### config.mk
export PLATFORM = sky130hd
export DESIGN_NAME = fifo2axis
export DESIGN_NICKNAME = d
export VERILOG_FILES = /design/src/rtl/fifo2axis_pkg.sv /design/src/rtl/fifo2axis_skid.sv /design/src/rtl/fifo2axis.sv
export SDC_FILE = /design/constraint.sdc
export NUM_CORES = 1
export LEC_CHECK = 0
export ABC_AREA = 1
export CORE_ASPECT_RATIO = 0.75
export CORE_MARGIN = 2
export CORE_UTILIZATION = 30
export CTS_BUF_LIST = sky130_fd_sc_hd__clkbuf_2
export CTS_CLUSTER_DIAMETER = 30
export CTS_CLUSTER_SIZE = 28
export DETAILED_ROUTE_END_ITERATION = 12
export PLACE_DENSITY_LB_ADDON = 0.3
export RECOVER_POWER = 100
export SLEW_MARGIN = 20
export SYNTH_ARGS = -nofsm -noshare
export SYNTH_HDL_FRONTEND = slang
export SYNTH_HIERARCHICAL = 1
export SYNTH_SLANG_ARGS = --single-unit
### constraint.sdc
create_clock -name clk_i -period 2.3 [get_ports clk_i]
set_clock_uncertainty 0.15 [all_clocks]
set_input_delay 0.345 -clock clk_i [delete_from_list [all_inputs] [get_ports clk_i]]
set_output_delay 0.345 -clock clk_i [all_outputs]
set_load 0.02 [all_outputs]
### src/rtl/fifo2axis_pkg.sv
// fifo2axis_pkg: FSM state encoding and output-buffer depth shared by fifo2axis
// and its output buffer.
package fifo2axis_pkg;

   typedef enum logic [1:0] {
      ST_IDLE = 2'd0,
      ST_RUN  = 2'd1,
      ST_DONE = 2'd2
   } state_t;

   localparam int unsigned SKID_DEPTH = 2;

endpackage

### src/rtl/fifo2axis_skid.sv
// fifo2axis_skid: 2-entry output buffer between the FIFO read pipeline and the
// AXI4-Stream master. It pushes on capture, pops on handshake, and exposes the head word.
module fifo2axis_skid
   import fifo2axis_pkg::*;
#(
   parameter int unsigned DATA_W = 32
) (
   input  logic              clk_i,
   input  logic              cke_i,
   input  logic              arst_n_i,
   input  logic              rst_i,
   input  logic              push,
   input  logic [DATA_W-1:0] push_data,
   input  logic              pop,
   output logic [DATA_W-1:0] head_data,
   output logic [1:0]        occ
);

   logic [DATA_W-1:0] mem_q [SKID_DEPTH];
   logic              wr_ptr_q;
   logic              rd_ptr_q;
   logic [1:0]        occ_q;

   always_ff @(posedge clk_i or negedge arst_n_i) begin
      if (!arst_n_i) begin
         for (int unsigned i = 0; i < SKID_DEPTH; i++) mem_q[i] <= '0;
         wr_ptr_q <= 1'b0;
         rd_ptr_q <= 1'b0;
         occ_q    <= '0;
      end else if (rst_i) begin
         for (int unsigned i = 0; i < SKID_DEPTH; i++) mem_q[i] <= '0;
         wr_ptr_q <= 1'b0;
         rd_ptr_q <= 1'b0;
         occ_q    <= '0;
      end else if (cke_i) begin
         if (push) begin
            mem_q[wr_ptr_q] <= push_data;
            wr_ptr_q        <= ~wr_ptr_q;
         end
         if (pop) rd_ptr_q <= ~rd_ptr_q;
         case ({push, pop})
            2'b10:   occ_q <= occ_q + 2'd1;
            2'b01:   occ_q <= occ_q - 2'd1;
            default: occ_q <= occ_q;
         endcase
      end
   end

   assign head_data = mem_q[rd_ptr_q];
   assign occ       = occ_q;

endmodule

### src/rtl/fifo2axis.sv
// fifo2axis: drains a 1-cycle-latency synchronous FIFO into an AXI4-Stream master
// for a programmed frame length. Optional FIFO2AXIS_CNT_EN adds count_o.
module fifo2axis
   import fifo2axis_pkg::*;
#(
   parameter int unsigned DATA_W     = 32,
   parameter int unsigned AXIS_LEN_W = 16
) (
   input  logic                  clk_i,
   input  logic                  cke_i,
   input  logic                  arst_n_i,
   input  logic                  rst_i,
   input  logic                  en_i,
   input  logic [AXIS_LEN_W-1:0] len_i,
   output logic                  done_o,
   input  logic                  fifo_empty_i,
   output logic                  fifo_read_o,
   input  logic [DATA_W-1:0]     fifo_rdata_i,
   output logic [DATA_W-1:0]     axis_tdata_o,
   output logic                  axis_tvalid_o,
   input  logic                  axis_tready_i,
   output logic                  axis_tlast_o
`ifdef FIFO2AXIS_CNT_EN
   ,
   output logic [AXIS_LEN_W-1:0] count_o
`endif
);

   state_t                state_q;
   state_t                state_d;
   logic                  en_q;
   logic                  start;
   logic [AXIS_LEN_W-1:0] len_q;
   logic [AXIS_LEN_W-1:0] last_idx;
   logic [AXIS_LEN_W-1:0] rd_cnt_q;
   logic [AXIS_LEN_W-1:0] tx_cnt_q;
   logic                  rd_pend_q;
   logic [1:0]            occ;
   logic                  beat;
   logic [2:0]            in_flight;
   logic [2:0]            credit;

   assign start    = en_i & ~en_q;
   assign last_idx = len_q - AXIS_LEN_W'(1);

   fifo2axis_skid #(
      .DATA_W (DATA_W)
   ) u_skid (
      .clk_i     (clk_i),
      .cke_i     (cke_i),
      .arst_n_i  (arst_n_i),
      .rst_i     (rst_i),
      .push      (rd_pend_q),
      .push_data (fifo_rdata_i),
      .pop       (beat),
      .head_data (axis_tdata_o),
      .occ       (occ)
   );

   assign axis_tvalid_o = (occ != 2'd0);
   assign axis_tlast_o  = axis_tvalid_o & (tx_cnt_q == last_idx);
   assign beat          = axis_tvalid_o & axis_tready_i;
   assign done_o        = (state_q == ST_DONE);

   // The head leaving this cycle frees its slot before the new word lands two
   // edges later, so counting it as credit keeps 1 word/cycle without overflow.
   assign in_flight = {1'b0, occ} + {2'b00, rd_pend_q};
   assign credit    = 3'(SKID_DEPTH) + {2'b00, beat};

   assign fifo_read_o = cke_i & ~rst_i & (state_q == ST_RUN) & en_i & ~fifo_empty_i
                        & (rd_cnt_q < len_q) & (in_flight < credit);

   always_ff @(posedge clk_i or negedge arst_n_i) begin
      if (!arst_n_i)   state_q <= ST_IDLE;
      else if (rst_i)  state_q <= ST_IDLE;
      else if (cke_i)  state_q <= state_d;
   end

   always_comb begin
      state_d = state_q;
      case (state_q)
         ST_IDLE: if (start) state_d = (len_i == '0) ? ST_DONE : ST_RUN;
         ST_RUN:  if (beat && axis_tlast_o) state_d = ST_DONE;
         ST_DONE: if (!en_i) state_d = ST_IDLE;
         default: state_d = ST_IDLE;
      endcase
   end

   always_ff @(posedge clk_i or negedge arst_n_i) begin
      if (!arst_n_i) begin
         en_q      <= 1'b0;
         len_q     <= '0;
         rd_cnt_q  <= '0;
         tx_cnt_q  <= '0;
         rd_pend_q <= 1'b0;
      end else if (rst_i) begin
         en_q      <= 1'b0;
         len_q     <= '0;
         rd_cnt_q  <= '0;
         tx_cnt_q  <= '0;
         rd_pend_q <= 1'b0;
      end else if (cke_i) begin
         en_q      <= en_i;
         rd_pend_q <= fifo_read_o;
         if (state_q == ST_IDLE && state_d == ST_RUN) begin
            len_q    <= len_i;
            rd_cnt_q <= '0;
            tx_cnt_q <= '0;
         end else begin
            if (fifo_read_o) rd_cnt_q <= rd_cnt_q + AXIS_LEN_W'(1);
            if (beat)        tx_cnt_q <= tx_cnt_q + AXIS_LEN_W'(1);
         end
      end
   end

`ifdef FIFO2AXIS_CNT_EN
   assign count_o = tx_cnt_q;
`endif

endmodule

### Word level (Yosys, flattened, before mapping)

Index checks and enable logic that the tools add are counted.
W data, S select, Z words.

| cells by class | value |
|---|---|
| add/sub/neg operators | 7 |
| multipliers | 0 |
| div/mod/pow operators | 0 |
| magnitude comparators | 5 |
| equal/unequal tests | 6 |
| shift-type cells | 0 |
| muxes and demuxes | 40 |
| bitwise logic cells | 16 |
| reduce and logical (&&, ||, !) cells | 19 |

Operators with widths:

| kind | count |
|---|---|
| $mux W64 | 3 |
| $mux W16 | 11 |
| $mux W32 | 4 |
| $bwmux W64 | 1 |
| $add A16 B1 Y16 const B | 2 |
| $demux W32 S1 | 1 |
| $eq A16 B16 Y1 | 1 |
| $logic_not A16 Y1 | 1 |
| $lt A16 B16 Y1 | 1 |
| $mux W2 | 8 |
| $sub A16 B1 Y16 const B | 1 |
| $reduce_and A2 Y1 | 6 |
| $mux W1 | 10 |
| $reduce_bool A2 Y1 | 5 |
| $and A1 B1 Y1 | 9 |
| $reduce_bool A3 Y1 | 3 |
| $eq A2 B1 Y1 const B | 3 |
| $pmux W2 S3 | 1 |
| $not A1 Y1 | 5 |
| $eq A2 B2 Y1 const B | 2 |
| $ge A2 B2 Y1 const B | 2 |
| $not A1 Y2 | 2 |
| $pmux W2 S2 | 1 |
| $add A2 B1 Y3 | 1 |
| other kinds (7) | 9 |

| storage, ports and cells | value |
|---|---|
| bits in registers | 120 |
| latch bits | 0 |
| bits in writable memories | 0 |
| memory bits (read-only) | 0 |
| output and inout port bits | 36 |
| logic and storage cells | 104 |
| memories kept | 0 |

### Longest topological paths before layout

Gate-level depths: netlist of the first run.

| depth | value |
|---|---|
| word-level depth | 11 |
| mapped depth | 16 |
| depth with buffers taken out | 16 |

### Hierarchy

The synthesis of the first run kept the hierarchy.

Modules (own cells, without submodules):

| module | instances | cells an instance | area an instance (sq um) | sequential area each (sq um) |
|---|---|---|---|---|
| fifo2axis | 1 | 573 | 3,993.8 | 1,301.2 |
| fifo2axis_skid | 1 | 379 | 3,025.4 | 1,701.6 |

### Worst setup path before layout of the first run

Ideal clock, no wire load.

| timing | value |
|---|---|
| kind | reg-to-output |
| start point | reg len_q[0] |
| end point | out axis_tlast_o |
| data arrival time | 1.883 ns |
| required time | 1.805 ns |
| path slack | -0.078 ns |
| cell stages (with the launch flop) | 11 |
| path buffers | 0 |
| cell sequence | dfrtp_1 > inv_2 > ha_1 > nand2_2 > nor2_4 > nand2_1 > nand3_1 > nand2_1 > nor4_1 > nand2_1 > nor3_1 |

| between the ends | value |
|---|---|
| cells in the longest elaborated chain, start to end | 3 |

Ends and longest elaborated chain:

| item | line | text |
|---|---|---|
| from (decl) | fifo2axis.sv:33 | `logic [AXIS_LEN_W-1:0] len_q;` |
| from (signal assigned) | fifo2axis.sv:106 | `len_q <= len_i;` |
| $sub A16 B1 Y16 | fifo2axis.sv:44 | `assign last_idx = len_q - AXIS_LEN_W'(1);` |
| $eq A16 B16 Y1 | fifo2axis.sv:61 | `assign axis_tlast_o = axis_tvalid_o & (tx_cnt_q == last_idx);` |
| $and A1 B1 Y1 | fifo2axis.sv:61 |  |
| to (decl) | fifo2axis.sv:22 | `output logic axis_tlast_o` |

No other way between the ends.

### Worst setup path after layout of the first run

| timing | value |
|---|---|
| start point | reg len_q[7] |
| end point | out axis_tlast_o |

The elaborated chain is that of the path after synthesis.

==> flow_summary.json, run 1 <==
{
  "min_from": "fifo_rdata_i[3]",
  "syn_inst": 952,
  "period_minus_slack_ns": 3.08,
  "io_pins": 91,
  "hold_class": "in -> reg",
  "start_util": 0.305,
  "synth_top_area_share": 0.428,
  "path_cells": "buf_6 -> nor2_4 -> nand2_2 -> nor2_4 -> nand2_1 -> nand3_1 -> nand2_1 -> nor4_2 -> nand2_1 -> nor3_2 -> buf_4",
  "drt_pass1_iterations": 5,
  "rr_worst_depth": 18,
  "p_switching_mw": 1.53,
  "reg2reg_slack_ns": -0.05,
  "die_width_um": 181,
  "io_buffer_count": 90,
  "min_to": "u_skid/mem_q[35]",
  "postLayoutSetupSlackWorst_ns": -0.780,
  "clockBufferDepth": 2,
  "synthToLayoutAreaGrowth_pct": 49.0,
  "finalSetupViolations": 136,
  "nNetsFinal": 1290,
  "worstSetupPathType": "reg -> out",
  "slew_headroom": 0.0798,
  "cts_root_buffer": "clkbuf_2",
  "gp_congestion": 0.887,
  "fin_crit_sh": 1.34,
  "yosysSeqAreaShare": 0.428,
  "violations": "negative setup slack",
  "yosys.cell_count.top_type": "nand2_1",
  "maxCapViolations": 0,
  "drive_gt1_frac": 0.280,
  "synth_ff_type": "dfrtp_1",
  "cp_data_required_time_ns": 1.80,
  "synth.distinct_cells": 42,
  "hold_violations": 0,
  "grt.overflow.total": 0,
  "grt_pass1_vias": 6705,
  "finalSetupTns_ns": -18.31,
  "crit_slowest_cell": "dfrtp_1",
  "syn_avg_cell_area_um2": 7.37,
  "insertion_delay_ns": 0.74,
  "worstPathMaxFanout": 3,
  "crit_path_frequent_cell": "nand2_1",
  "syn_nets": 1027,
  "postRouteAntennaNets": 0,
  "critical_path.max_stage_delay_ns": 0.44,
  "grt_usage": 0.181,
  "antenna_found_initial": 2,
  "synth-edff-count": 0,
  "wl_per_cell_um": 14.5,
  "sw_frac_of_total": 0.342,
  "dieHeight_um": 136,
  "row_count": 48,
  "worstReg2RegEnd": "state_q[1]",
  "power_frac_clock": 0.279,
  "hold_depth": 3,
  "async_reset_ff_frac": 1.00,
  "reg2reg_from": "len_q[7]",
  "slew_viol_final": 0,
  "cts_buffers": 17,
  "critical_path_arrival_ns": 2.59,
  "combPwrFrac": 0.239,
  "ir_drop_mv": 0.265,
  "clk_pin_slew_ns": 0.24,
  "first_iter_violations": 473,
  "worst_slew_pin_slew_ns": 1.38,
  "yosysTopAreaCell": "dfrtp_1",
  "wl_um": 22200,
  "synth_area_leaders": "dfrtp_1, nand2_1, o21ai_0",
  "grt_max_degree": 38,
  "total_power_mw": 4.49,
  "netlist_top_cells_count": "nand2_1, dfrtp_1, inv_1",
  "power_frac_seq": 0.482,
  "ys_ff_latch": 120,
  "via_per_inst": 4.63,
  "p_leak_nw": 5.29,
  "grt_setup_unrepaired": "true",
  "syn_area_um2": 7020,
  "status": "finished, violations left",
  "vias": 7072,
  "start_kind": "register",
  "dieArea_um2": 24600,
  "p_per_area_nw_per_um2": 429,
  "dpl.hpwl_um": 15600,
  "htreeDepth": 4,
  "drc": 0,
  "max_freq_ghz": 0.325,
  "cts_tree": "built",
  "grt_pass1_wl_um": 34900,
  "endpoint_kind": "output port",
  "internal_power_mw": 2.95,
  "yosys_warnings": 6,
  "cts.sinks": 120,
  "core-area_um2": 23000
}
sequential cells by signal, indices dropped and copies added, names as in the netlist:
| name | count |
|---|---|
| rd_pend_q | 1 |
| rd_cnt_q | 16 |
| len_q | 16 |
| u_skid/occ | 2 |
| u_skid/wr_ptr_q | 1 |
| tx_cnt_q | 16 |
| state_q | 2 |
| u_skid/rd_ptr_q | 1 |
| u_skid/mem_q | 64 |
| en_q | 1 |
cells by family after synthesis:
| kind of cell | synth area share |
|---|---|
| simple gates | 0.312 |
| flops | 0.428 |
| compound gates | 0.0963 |
| xor+xnor | 0.0437 |
| fa+ha+maj | 0.0357 |
| buf+inv | 0.0847 |
power by group through the flow:
stage | Sequential, mW | Clock [mW] | Combinational [mW]
2_1_floorplan | 2.20 | 0 | 0.445
3_3_place_gp | 2.19 | 0 | 0.931
3_5_place_dp | 2.20 | 0 | 0.936
4_1_cts | 2.16 | 1.31 | 1.02
5_1_grt | 2.17 | 1.41 | 1.18
6_report | 2.16 | 1.25 | 1.07
layout by cell type (no fill, tap or decap), drive strengths merged, types with 4 or more instances in the layout:
cell type / instances
nand3: 71
nor4: 8
clkdlybuf4s50: 52
inv: 113
dfrtp: 120
nor3: 22
buf: 178
nand2: 329
clkinv: 8
dlygate4sd3: 33
xnor2: 4
nor2: 66
nand4: 9
a21oi: 10
xor2: 31
o21ai: 108
ha: 20
clkbuf: 28
cell type report:
cell class              instances  area [um2]
multi-input cells             693        3860
flip-flops and latches        120        3010
repair buffers                275        2600
diodes                          1        2.50
well taps                     300         375
clock buffers                  17        85.1
fillers                      2307       12500
inverters                     108         414
clock inverters                15         118
how the worst max path moves through the flow:
stage                     startpoint           end  slack [ns]  cells after the start
after CTS                   len_q[7]  axis_tlast_o       -0.81                     11
after global routing        len_q[7]  axis_tlast_o       -1.01                     11
after floorplan             len_q[0]  axis_tlast_o        0.08                     10
after detailed placement    len_q[1]  axis_tlast_o       -0.47                     11
final                       len_q[7]  axis_tlast_o       -0.78                     11
after global placement      len_q[1]  axis_tlast_o       -0.46                     11
through the flow:
stage | hold slack [ns] | util | worst slack (ns) | area, um2 | cells
2_1_floorplan | -0.101 | - | 0.0800 | 7020 | 952
3_3_place_gp | 0.220 | 0.399 | -0.464 | 9180 | 1439
3_5_place_dp | 0.222 | 0.399 | -0.473 | 9180 | 1439
4_1_cts | 0.00152 | 0.431 | -0.811 | 9910 | 1518
5_1_grt | 0.00819 | 0.455 | -1.01 | 10500 | 1529
6_report | 0.0598 | 0.455 | -0.780 | 10500 | 1529
worst max-delay path: cells and delay by family (launching register included):
family / cells / cell delay [ns]
simple gates: 9 / 1.10
buf+inv: 2 / 0.29
flops: 1 / 0.44
what timing repair did:
action / CTS / global route
pin swaps: 10 / 40
setup buffers: 14 / 16
resized for setup: 216 / 171
gates cloned: 0 / 3
hold endpoints to repair: 177 / 0
hold buffers: 33 / 0
setup endpoints to repair: 49 / 51
per-layer routing:
metal  wire length (um)  global-route usage  part of all wire
met1              11100               0.263              0.50
met2               9850               0.275              0.44
met3                969              0.0338             0.044
met4                221              0.0435             0.010
met5                  0                   0                 0
(Power assumes the default switching activity.)
==> inputs of run 2 (changes only) <==
Settings changed: ABC_CLOCK_PERIOD_IN_PS set to 2300, CTS_CLUSTER_SIZE 28 to not set.
==> results of run 2 <==
No change in the layout: final DEF, timing and power equal those of run 1.
==> inputs of run 3 (changes only) <==
Settings changed: ABC_CLOCK_PERIOD_IN_PS 2300 to not set, SKIP_CTS_REPAIR_TIMING set to 1, TNS_END_PERCENT set to 50.
==> run 3 against run 2 <==
The run still ends with negative setup slack left. Sequential cell count did not move. Global-route usage down 0.51 points. Via count fell by 1.1%. First-iteration DRC count increased by 16%. Fmax increased by 1.5%. Non-clock buffer count shrank 13. Hold slack got worse by 0.020 ns. Sequential power about the same. Wire length shrank 0.70%. Design area fell by 3.3%. Core utilization down 1.5 points.
==> flow_summary.json, run 3 (synthesized netlist as in run 1, its figures left out) <==
{
  "final_common_cell": "nand2_1",
  "final_cell_mix": "nand2_1, dfrtp_1, buf_4",
  "htreeDepth": 4,
  "critical_path_arrival_ns": 2.54,
  "start_kind": "register",
  "dpl.hpwl_um": 15600,
  "grt_pass1_vias": 6501,
  "grt_usage": 0.175,
  "dieHeight_um": 136,
  "cts_tree": "built",
  "io_pins": 91,
  "cts_root_buffer": "clkbuf_2",
  "nNetsFinal": 1277,
  "gp_congestion": 0.887,
  "cp_data_required_time_ns": 1.80,
  "io_buffer_count": 90,
  "dieArea_um2": 24600,
  "start_util": 0.305,
  "status": "finished, violations left",
  "path_depth": 10,
  "rr_worst_depth": 17,
  "cts.sinks": 120,
  "core-area_um2": 23000,
  "worst_slew_pin_slew_ns": 1.37,
  "path_buf_inv": 1,
  "grt_pass1_wl_um": 33900,
  "antenna_found_initial": 2,
  "worstPathMaxFanout": 4,
  "path_cells": "nor2_2 -> nand2_2 -> nor2_4 -> nand2_1 -> nand3_1 -> nand2_1 -> nor4_2 -> nand2_1 -> nor3_2 -> buf_4",
  "wl_per_cell_um": 14.5,
  "grt_max_degree": 38,
  "largest_register": "u_skid/mem_q",
  "hold_class": "in -> reg",
  "postRouteAntennaNets": 0,
  "worstSetupPathType": "reg -> out",
  "drive_gt1_frac": 0.253,
  "crit_slowest_cell": "dfrtp_1",
  "place_inst": 1439,
  "row_count": 48,
  "die_width_um": 181,
  "p_leak_nw": 5.12,
  "maxCapViolations": 0,
  "via_per_inst": 4.61,
  "wl_um": 22000,
  "grt_setup_unrepaired": "true",
  "place_area_um2": 9180,
  "largest_reg_flops": 64,
  "vias": 6993,
  "insertion_delay_ns": 0.75,
  "crit_path_frequent_cell": "nand2_1",
  "slew_viol_final": 0,
  "period_minus_slack_ns": 3.04,
  "hold_violations": 0,
  "design_area_um2": 10100,
  "slew_headroom": 0.0874,
  "grt.overflow.total": 0,
  "synthToLayoutAreaGrowth_pct": 44.2,
  "fin_crit_sh": 1.32,
  "ir_drop_mv": 0.266,
  "first_iter_violations": 547,
  "violations": "negative setup slack",
  "hold_depth": 3,
  "final_cells": 1516,
  "postLayoutSetupSlackWorst_ns": -0.735,
  "max_freq_ghz": 0.329,
  "whs_ns": 0.0395,
  "p_per_area_nw_per_um2": 438,
  "cts_buffers": 17,
  "finalSetupViolations": 123,
  "clockBufferDepth": 2,
  "cp_top_family": "simple AND/OR/NAND/NOR gates",
  "critical_path.max_stage_delay_ns": 0.49,
  "drt_pass1_iterations": 5,
  "clk_pin_slew_ns": 0.24,
  "endpoint_kind": "output port",
  "drc": 0
}
==> run 3: changes by cell type in the layout (fill, tap and decap cells not counted), sizes merged <==
cell           delta
buf               -6
clkbuf            +1
clkdlybuf4s15     -1
dlygate4sd3       -8
dlymetal6s2s      +1
==> run 3: final timing paths <==
| path | start | end | slack [ns] |
|---|---|---|---|
| min reg2reg | u_skid/mem_q[23] | u_skid/mem_q[23] | 0.36 |
| max | len_q[7] | axis_tlast_o | -0.74 |
| max reg2reg | len_q[9] | state_q[0] | -0.01 |
| min | fifo_rdata_i[21] | u_skid/mem_q[21] | 0.04 |
| max in group asynchronous | arst_n_i | u_skid/rd_ptr_q | -0.24 |
| min in group asynchronous | arst_n_i | len_q[12] | 1.05 |
==> run 3: cell type report <==
| class | count | area, um2 |
|---|---|---|
| Fill cell | 2363 | 12900 |
| Multi-Input combinational cell | 693 | 3660 |
| Sequential cell | 120 | 3010 |
| Timing Repair Buffer | 262 | 2460 |
| Inverter | 108 | 409 |
| Tap cell | 300 | 375 |
| Clock inverter | 15 | 118 |
| Clock buffer | 17 | 85.1 |
| Antenna cell | 1 | 2.50 |
==> run 3: where the power goes <==
part	internal, mW	leakage [nW]	switching (mW)
registers	2.14	1.67	0.0246
clock network	0.303	0.126	0.957
logic	0.474	3.33	0.535
total	2.91	5.12	1.52
==> run 3: through the flow <==
stage	worst slack (ns)	setup TNS (ns)	utilization	total power, mW
5_1_grt	-0.941	-42.00	0.440	4.69
6_report	-0.735	-18.28	0.440	4.43
3_5_place_dp	-0.473	-9.30	0.399	3.13
3_3_place_gp	-0.464	-9.69	0.399	3.13
2_1_floorplan	0.0800	0	-	2.64
4_1_cts	-1.34	-20.51	0.408	4.41
==> run 3: routing by layer <==
| layer | up-vias | share of wire | global-route usage |
|---|---|---|---|
| met5 | - | 0 | 0 |
| met4 | 0 | 0.011 | 0.0408 |
| met3 | 15 | 0.039 | 0.0332 |
| met2 | 138 | 0.44 | 0.263 |
| met1 | 3281 | 0.51 | 0.260 |
| li1 | 3559 | - | - |
==> run 3: worst register-to-register path: stages (launching register included) <==
cell,delay [ns]
dfrtp_1,0.46
buf_4,0.16
nor2_2,0.15
nand2_1,0.07
nor2_1,0.17
nand2_1,0.07
nand2_1,0.08
buf_4,0.10
nand2_1,0.04
nor2_1,0.13
nand3_1,0.11
nor2_1,0.11
buf_4,0.14
nand3_1,0.06
nand2_1,0.06
nand2_1,0.04
nand2_1,0.05
nand2_1,0.04
